[src/rtl/melody_pkg.sv]
// ---------------------------------------------------------------------------
// melody_pkg
// Shared types and constants for the melody sequencer slice.
//   note_t   : packed ROM word {freq[19:0], dur[7:0]}; dur == 0 marks end of song,
//              freq == 0 with dur != 0 is a rest.
//   NOTE_*   : note frequencies in Hz used to build the song ROM.
//   SONG_LEN : number of ROM slots per song.
//   state_t  : sequencer FSM states.
// ---------------------------------------------------------------------------
package melody_pkg;

    localparam int FREQ_W   = 20;
    localparam int DUR_W    = 8;
    localparam int SONG_LEN = 16;

    typedef struct packed {
        logic [FREQ_W-1:0] freq;
        logic [DUR_W-1:0]  dur;
    } note_t;

    localparam logic [FREQ_W-1:0] NOTE_REST = 20'd0;
    localparam logic [FREQ_W-1:0] NOTE_C4   = 20'd262;
    localparam logic [FREQ_W-1:0] NOTE_D4   = 20'd294;
    localparam logic [FREQ_W-1:0] NOTE_E4   = 20'd330;
    localparam logic [FREQ_W-1:0] NOTE_F4   = 20'd349;
    localparam logic [FREQ_W-1:0] NOTE_G4   = 20'd392;
    localparam logic [FREQ_W-1:0] NOTE_A4   = 20'd440;
    localparam logic [FREQ_W-1:0] NOTE_B4   = 20'd494;
    localparam logic [FREQ_W-1:0] NOTE_C5   = 20'd523;

    typedef enum logic [2:0] {
        S_IDLE  = 3'd0,
        S_FETCH = 3'd1,
        S_LATCH = 3'd2,
        S_PLAY  = 3'd3,
        S_GAP   = 3'd4,
        S_DONE  = 3'd5
    } state_t;

    // Builds one ROM word from a frequency and a duration in ticks.
    function automatic note_t mk_note(input logic [FREQ_W-1:0] f, input logic [DUR_W-1:0] d);
        note_t n;
        n.freq = f;
        n.dur  = d;
        return n;
    endfunction

endpackage

[src/rtl/melody_rom.sv]
// ---------------------------------------------------------------------------
// melody_rom
// Synchronous 64 x 28 note ROM, four songs of SONG_LEN entries each.
// Song s lives at addresses s*16 .. s*16+15. Unlisted addresses read as the
// end-of-song marker (all zero).
// Ports:
//   clk  in   system clock
//   addr in   6-bit address {song[1:0], index[3:0]}
//   data out  note_t word, valid one cycle after addr is presented
// ---------------------------------------------------------------------------
module melody_rom
    import melody_pkg::*;
(
    input  logic       clk,
    input  logic [5:0] addr,
    output note_t      data
);

    note_t data_d;
    note_t data_q;

    always_comb begin
        data_d = '0;
        case (addr)
            // song 0: short two-note jingle
            6'd0:  data_d = mk_note(NOTE_C4, 8'd3);
            6'd1:  data_d = mk_note(NOTE_E4, 8'd2);
            // song 1: note, rest, note
            6'd16: data_d = mk_note(NOTE_G4, 8'd2);
            6'd17: data_d = mk_note(NOTE_REST, 8'd4);
            6'd18: data_d = mk_note(NOTE_C5, 8'd1);
            // song 2: full 16-note scale up and down, no end marker
            6'd32: data_d = mk_note(NOTE_C4, 8'd1);
            6'd33: data_d = mk_note(NOTE_D4, 8'd1);
            6'd34: data_d = mk_note(NOTE_E4, 8'd1);
            6'd35: data_d = mk_note(NOTE_F4, 8'd1);
            6'd36: data_d = mk_note(NOTE_G4, 8'd1);
            6'd37: data_d = mk_note(NOTE_A4, 8'd1);
            6'd38: data_d = mk_note(NOTE_B4, 8'd1);
            6'd39: data_d = mk_note(NOTE_C5, 8'd1);
            6'd40: data_d = mk_note(NOTE_C5, 8'd1);
            6'd41: data_d = mk_note(NOTE_B4, 8'd1);
            6'd42: data_d = mk_note(NOTE_A4, 8'd1);
            6'd43: data_d = mk_note(NOTE_G4, 8'd1);
            6'd44: data_d = mk_note(NOTE_F4, 8'd1);
            6'd45: data_d = mk_note(NOTE_E4, 8'd1);
            6'd46: data_d = mk_note(NOTE_D4, 8'd1);
            6'd47: data_d = mk_note(NOTE_C4, 8'd1);
            // song 3: descending arpeggio
            6'd48: data_d = mk_note(NOTE_C5, 8'd1);
            6'd49: data_d = mk_note(NOTE_G4, 8'd1);
            6'd50: data_d = mk_note(NOTE_E4, 8'd1);
            6'd51: data_d = mk_note(NOTE_C4, 8'd2);
            default: data_d = '0;
        endcase
    end

    always_ff @(posedge clk) begin
        data_q <= data_d;
    end

    assign data = data_q;

endmodule

[src/rtl/melody_sequencer.sv]
// ---------------------------------------------------------------------------
// melody_sequencer
// Walks one of four songs in melody_rom and drives the buzzer stage with a
// per-note frequency and enable, holding each note for dur ticks (one tick =
// CLK_HZ/100 cycles) and inserting GAP_TICKS silent ticks between notes.
// Optional feature: define MELODY_LOOP_EN to restart the same song after each
// completion until stop or reset.
// Parameters:
//   CLK_HZ     system clock frequency in Hz
//   GAP_TICKS  silent ticks after every note that is not the last slot
// Ports:
//   clk      in   system clock
//   reset    in   synchronous active-high reset
//   start    in   single-cycle play request for song_sel
//   stop     in   single-cycle abort (wins over start)
//   song_sel in   song index, captured when start is accepted
//   freq     out  note frequency in Hz, 0 when silent
//   enable   out  buzzer enable
//   busy     out  high while a song is in progress
//   done     out  one-cycle pulse on normal completion
// ---------------------------------------------------------------------------
module melody_sequencer
    import melody_pkg::*;
#(
    parameter int CLK_HZ    = 100_000_000,
    parameter int GAP_TICKS = 2
)(
    input  logic              clk,
    input  logic              reset,
    input  logic              start,
    input  logic              stop,
    input  logic [1:0]        song_sel,
    output logic [FREQ_W-1:0] freq,
    output logic              enable,
    output logic              busy,
    output logic              done
);

    localparam int TICK_CYCLES = CLK_HZ / 100;
    localparam int TICK_W      = (TICK_CYCLES > 1) ? $clog2(TICK_CYCLES) : 1;
    localparam logic [TICK_W-1:0] TICK_LAST = TICK_W'(TICK_CYCLES - 1);
    localparam logic [DUR_W-1:0]  GAP_LAST  = (GAP_TICKS > 0) ? DUR_W'(GAP_TICKS - 1) : '0;
    localparam logic [3:0]        LAST_IDX  = 4'(SONG_LEN - 1);

    state_t             state_q, state_d;
    logic [1:0]         song_q, song_d;
    logic [3:0]         idx_q, idx_d;
    logic [TICK_W-1:0]  tick_q, tick_d;
    logic [DUR_W-1:0]   dur_cnt_q, dur_cnt_d;
    note_t              note_q, note_d;
    logic [FREQ_W-1:0]  freq_q, freq_d;
    logic               enable_q, enable_d;
    logic               busy_q, busy_d;
    logic               done_q, done_d;

    note_t              rom_data;
    logic               tick_done;

    melody_rom u_rom (
        .clk  (clk),
        .addr ({song_q, idx_q}),
        .data (rom_data)
    );

    assign tick_done = (tick_q == TICK_LAST);

    always_comb begin
        state_d   = state_q;
        song_d    = song_q;
        idx_d     = idx_q;
        tick_d    = tick_q;
        dur_cnt_d = dur_cnt_q;
        note_d    = note_q;

        case (state_q)
            S_IDLE: begin
                if (start && !stop) begin
                    state_d = S_FETCH;
                    song_d  = song_sel;
                    idx_d   = '0;
                end
            end
            S_FETCH: begin
                state_d = S_LATCH;
            end
            S_LATCH: begin
                if (rom_data.dur == '0) begin
                    state_d = S_DONE;
                end else begin
                    note_d    = rom_data;
                    tick_d    = '0;
                    dur_cnt_d = '0;
                    state_d   = S_PLAY;
                end
            end
            S_PLAY: begin
                // dur_cnt counts completed ticks of the current note
                if (tick_done) begin
                    tick_d = '0;
                    if (dur_cnt_q == note_q.dur - 8'd1) begin
                        dur_cnt_d = '0;
                        if (idx_q == LAST_IDX) begin
                            state_d = S_DONE;
                        end else begin
                            idx_d   = idx_q + 4'd1;
                            state_d = (GAP_TICKS == 0) ? S_FETCH : S_GAP;
                        end
                    end else begin
                        dur_cnt_d = dur_cnt_q + 8'd1;
                    end
                end else begin
                    tick_d = tick_q + 1'b1;
                end
            end
            S_GAP: begin
                // dur_cnt is reused here to count elapsed gap ticks
                if (tick_done) begin
                    tick_d = '0;
                    if (dur_cnt_q == GAP_LAST) begin
                        dur_cnt_d = '0;
                        state_d   = S_FETCH;
                    end else begin
                        dur_cnt_d = dur_cnt_q + 8'd1;
                    end
                end else begin
                    tick_d = tick_q + 1'b1;
                end
            end
            S_DONE: begin
`ifdef MELODY_LOOP_EN
                state_d = S_FETCH;
                idx_d   = '0;
`else
                state_d = S_IDLE;
`endif
            end
            default: begin
                state_d = S_IDLE;
            end
        endcase

        // abort overrides whatever the state machine decided this cycle
        if (stop && (state_q != S_IDLE)) begin
            state_d   = S_IDLE;
            tick_d    = '0;
            dur_cnt_d = '0;
        end

        // outputs are registered copies of what the next state will present
        freq_d   = (state_d == S_PLAY) ? note_d.freq : '0;
        enable_d = (state_d == S_PLAY) && (note_d.freq != '0);
        busy_d   = (state_d != S_IDLE);
        done_d   = (state_d == S_DONE);
    end

    always_ff @(posedge clk) begin
        if (reset) begin
            state_q   <= S_IDLE;
            song_q    <= '0;
            idx_q     <= '0;
            tick_q    <= '0;
            dur_cnt_q <= '0;
            note_q    <= '0;
            freq_q    <= '0;
            enable_q  <= 1'b0;
            busy_q    <= 1'b0;
            done_q    <= 1'b0;
        end else begin
            state_q   <= state_d;
            song_q    <= song_d;
            idx_q     <= idx_d;
            tick_q    <= tick_d;
            dur_cnt_q <= dur_cnt_d;
            note_q    <= note_d;
            freq_q    <= freq_d;
            enable_q  <= enable_d;
            busy_q    <= busy_d;
            done_q    <= done_d;
        end
    end

    assign freq   = freq_q;
    assign enable = enable_q;
    assign busy   = busy_q;
    assign done   = done_q;

endmodule

[config.mk]
export PLATFORM = sky130hd
export DESIGN_NAME = melody_sequencer
export DESIGN_NICKNAME = d
export VERILOG_FILES = /design/src/rtl/melody_pkg.sv /design/src/rtl/melody_rom.sv /design/src/rtl/melody_sequencer.sv
export SDC_FILE = /design/constraint.sdc
export NUM_CORES = 1
export LEC_CHECK = 0
export ABC_AREA = 1
export CORE_MARGIN = 2
export CORE_UTILIZATION = 50
export CTS_BUF_LIST = sky130_fd_sc_hd__clkbuf_8
export CTS_CLUSTER_SIZE = 24
export DETAILED_ROUTE_END_ITERATION = 8
export DONT_BUFFER_PORTS = 1
export GPL_TIMING_DRIVEN = 0
export SYNTH_ARGS = -nofsm -noshare
export SYNTH_HDL_FRONTEND = slang
export SYNTH_HIERARCHICAL = 1
export SYNTH_SLANG_ARGS = --single-unit
[constraint.sdc]
create_clock -name clk -period 4.28 [get_ports clk]
set_input_delay 0.428 -clock clk [delete_from_list [all_inputs] [get_ports clk]]
set_output_delay 0.428 -clock clk [all_outputs]
set_load 0.1 [all_outputs]
==> impl_summary.txt <==
----------------------------------------------------
[Worst hold path]
  Worst hold path class ... input pin to register
  Worst Min Path Start ... song_sel[1]
  Worst Hold Endpoint ... song_q[1]$_SDFFE_PP0P_
  Number of cells on the worst hold path ... 2

[Power and ir drop]
  Design internal power ... around 1400 uW
  Fraction of power spent switching nets ... 33.4%
  Portion of total power attributed to sequential cells ... 49.3%
  Clock share of power ... around 29%
  Lkg Pwr ... between 0.002 and 0.0025 uW
  Net switching power of the design ... about 730 uW
  Total power divided by cell area ... 382 nW/um^2
  Max VDD drop ... between 0.15 and 0.2 mV
  Logic gate share of total power ... approximately 22%
  Power consumption ... about 2200 uW

[Floorplan]
  Die Height ... between 100 and 150 microns
  Top-level I/O count ... 29
  Standard cell core area ... 10300 sq um
  Placement Rows ... 37
  Effective utilization at floorplan ... 51.2%
  Die Outline Area ... around 11000 sq um
  Die width ... 107 microns

[Synth]
  Synth Area in Compound Gates ... a little over a tenth
  Share of synthesized cell area in full adder, half adder and majority cells ... 2.86%
  Post-Synth Simple-Gate Area ... 35.7%
  Share of the synthesized area in the top cell type ... approximately 38%
  Fraction of registers with async set/reset ... 0%
  Most frequent cells after synthesis ... 170 x sky130_fd_sc_hd__nand2_1, 101 x sky130_fd_sc_hd__dfxtp_1, 98 x sky130_fd_sc_hd__nor2_1, 64 x sky130_fd_sc_hd__inv_1, 47 x sky130_fd_sc_hd__nand3_1
  Post-Syn Area ... 5260 sq um
  Synthesized flop and latch total ... just over 100
  Top cells by area in the synthesized netlist ... sky130_fd_sc_hd__dfxtp_1 38%, sky130_fd_sc_hd__nand2_1 12%, sky130_fd_sc_hd__nor2_1 7.0%
  Xor-xnor portion of the synthesized cell area ... 2.00%
  Gate Count Post-Synth ... ~740
  Mux cell area share after synthesis ... 0%
  Area leader, netlist ... sky130_fd_sc_hd__dfxtp_1
  Library cell with the highest instance count after synthesis ... sky130_fd_sc_hd__nand2_1
  Primary flip-flop cell chosen by synthesis mapping ... sky130_fd_sc_hd__dfxtp_1
  Number of warning messages in the yosys log ... 19
  Count of flip-flops with a built-in enable after synthesis ... 0
  Average footprint of a synthesized cell ... just over 7 sq um
  Sequential area share after synthesis ... about two fifths
  Synth unique cells ... 46
  Dominant combinational cell family by area after synthesis ... simple AND/OR/NAND/NOR gates

[Detailed routing]
  Vias ... between 4000 and 5000
  Final routed wire length divided by cell count ... approximately 12 microns
  Iter 0 DRT Violations ... 256
  First-pass detailed-route iteration total ... 5
  Drt total wl ... ~11 mm
  Via density per instance ... just under 5
  DRC errors left ... 0
  Post-route ant nets ... 0

[Placed design]
  Count of port buffers added during placement ... 0
  RePlAce Congestion ... about 0.91
  Post-place instance area ... 5480 sq um
  Placed wire-length estimate after detailed placement ... 8.44 mm

[STA]
  Setup_tns ... 0 ns
  Final period demand of the worst path ... about 2.1 ns
  Setup repair after global routing missed its margin ... no
  Slew @ Worst Pin ... approximately 0.94 ns
  Count of endpoints failing hold in the final timing report ... 0
  Post-route worst hold slack ... 0.198 ns
  Share of the cycle needed by the critical path after routing ... about half
  Endpoints failing setup ... 0
  Worst slew margin ... between 30% and 40%
  Clock tree skew after final layout ... around 0.014 ns
  Max-slew violation count ... 0
  Maximum operating frequency ... 469 MHz

[Setup path]
  R2R Path End ... freq[3]$_SDFF_PP0_
  Worst R2R Setup Slack ... 2.15 ns
  Slowest cell on crit path ... sky130_fd_sc_hd__dfxtp_1
  Type of the setup path with the least slack ... register to register
  Required time at the worst-slack endpoint ... between 4 and 5 ns
  Data arrival time of the worst path ... between 2 and 2.5 ns
  Critical Path End Type ... register
  CP bufs+invs ... 3
  Launch point of the critical path ... note_q[0]$_SDFFE_PP0P_
  Startpoint type of the worst setup path ... register
  Origin of the critical flop-to-flop path ... note_q[0]$_SDFFE_PP0P_
  Cells traversed along the worst timing path ... inv_2 -> ha_1 -> inv_1 -> nand2_1 -> nand2_1 -> nor2_1 -> nand4_1 -> nor2_1 -> nand4_1 -> nand2_1 -> nand2_2 -> nand3_4 -> buf_6 -> nor2_1
  Reg2Reg Depth ... 14
  Largest stage delay on the critical path ... ~0.38 ns
  Top delay family on crit path ... simple AND/OR/NAND/NOR gates
  Cell count along the critical path ... 14
  Critical-path maximum fanout ... 10

[Cells and area]
  Area Overhead vs Synth ... 8.14%
  Filler cell count in the final layout ... 1055
  Ant. Diodes ... 0
  Fraction of final layout cells with drive strength greater than 1 ... approximately 15%
  Non-Filler Cell Area, Final ... around 5700 sq um
  Area of the multi-input gates ... around 2700 sq um
  FF/Latch Area ... between 2000 and 2500 sq um
  # nets final ... roughly 800

[Clocking]
  Post-cts gate resize count ... 0
  Later-pin clock latency in the skew report ... between 0.3 and 0.4 ns
  Maximum count of clock buffers along a single path ... 2
  Sink Count ... approximately 100
  Total CTS buffers ... 9
  Post-CTS Repair Setup Buffers ... 0
  Number of buffers added to fix hold violations after cts ... 0
  Buffer cell driving the clock tree root ... sky130_fd_sc_hd__clkbuf_8
  Clock input transition at the sequential cells of the worst setup and hold paths ... about 0.1 ns
  CTS tree ... yes
  H-tree level count ... 3

[Run status]
  Result of the run ... completed

[Global routing]
  Total grt overflow ... 0
  Wire length of the first global-routing pass ... 19.0 mm
  Pin count of the biggest net entering global routing ... 19
  Combined global-route utilization of all metal layers ... a little over a fifth
  Number of antenna violations at the first check in global routing ... 0
  Number of global-route vias before repair ... roughly 4100

[Job]
  Max_cap viols ... 0

----------------------------------------------------
## routing by layer
layer  wire (microns)  share of wire, %  track usage, %
met1             5540                50            28.5
met4              184               1.7            7.51
met3              470               4.2            4.72
met2             4950                44            32.6
met5                0                 0               0
## power groups by stage
stage | clock, uW | combinational [uW] | sequential, uW
2_1_floorplan | 0 | 383 | 1080
3_3_place_gp | 0 | 472 | 1090
3_5_place_dp | 0 | 477 | 1090
4_1_cts | 646 | 480 | 1070
5_1_grt | 684 | 545 | 1080
6_report | 622 | 480 | 1070
## per-stage QoR
| step | worst slack, ns | utilization [%] | instances |
|---|---|---|---|
| after floorplan | 2.50 | - | 753 |
| after global placement | 2.19 | 53.3 | 889 |
| after detailed placement | 2.17 | 53.3 | 889 |
| after CTS | 2.16 | 55.3 | 905 |
| after global routing | 1.95 | 55.3 | 905 |
| final | 2.15 | 55.3 | 905 |
## sequential cells by signal, indices dropped and copies added (netlist names)
signal	flops
freq	20
enable	1
u_rom/data	13
idx_q	4
state_q	3
note_q	28
dur_cnt_q	8
song_q	2
done	1
tick_q	20
busy	1
## cell usage in the layout (no fill, tap or decap), types with 6 or more instances in the layout
cell type	netlist	layout
sky130_fd_sc_hd__clkbuf_1	6	6
sky130_fd_sc_hd__ha_1	12	12
sky130_fd_sc_hd__o21ai_1	15	15
sky130_fd_sc_hd__inv_2	13	13
sky130_fd_sc_hd__conb_1	1	15
sky130_fd_sc_hd__o21ai_0	26	26
sky130_fd_sc_hd__nand3_1	47	47
sky130_fd_sc_hd__buf_4	18	18
sky130_fd_sc_hd__or2_0	8	8
sky130_fd_sc_hd__or2_1	8	8
sky130_fd_sc_hd__inv_1	64	65
sky130_fd_sc_hd__a21oi_1	41	41
sky130_fd_sc_hd__nor2_4	7	7
sky130_fd_sc_hd__or2_2	7	7
sky130_fd_sc_hd__xor2_1	8	8
sky130_fd_sc_hd__buf_6	6	6
sky130_fd_sc_hd__nor2_2	17	17
sky130_fd_sc_hd__nor3_1	10	10
sky130_fd_sc_hd__nand2_2	10	10
sky130_fd_sc_hd__nand2_1	170	170
sky130_fd_sc_hd__dfxtp_1	101	101
sky130_fd_sc_hd__clkbuf_8	0	9
sky130_fd_sc_hd__nor2_1	98	98
## kinds of logic after synthesis
family	after synthesis
AND/OR/NAND/NOR	404
buffers and inverters	112
flip-flops	101
AO/OA/AOI/OAI	97
XOR/XNOR	12
adder cells (fa/ha/maj)	12
other	1
## how the worst max path moves through the flow
stage,slack [ns],end
final,2.15,freq[3]$_SDFF_PP0_
after floorplan,2.50,freq[9]$_SDFF_PP0_
after global routing,1.95,freq[3]$_SDFF_PP0_
after global placement,2.19,freq[9]$_SDFF_PP0_
after detailed placement,2.17,freq[3]$_SDFF_PP0_
after CTS,2.16,freq[3]$_SDFF_PP0_
## cell type report
| cell class | instances | share of cell area, % |
|---|---|---|
| multi-input cells | 540 | 48.3 |
| flip-flops and latches | 101 | 35.6 |
| inverters | 79 | 5.26 |
| plain buffers | 33 | 4.23 |
| well taps | 136 | 2.99 |
| clock buffers | 9 | 2.18 |
| clock inverters | 7 | 1.43 |
Note: power is estimated with default switching activity, not from simulation.
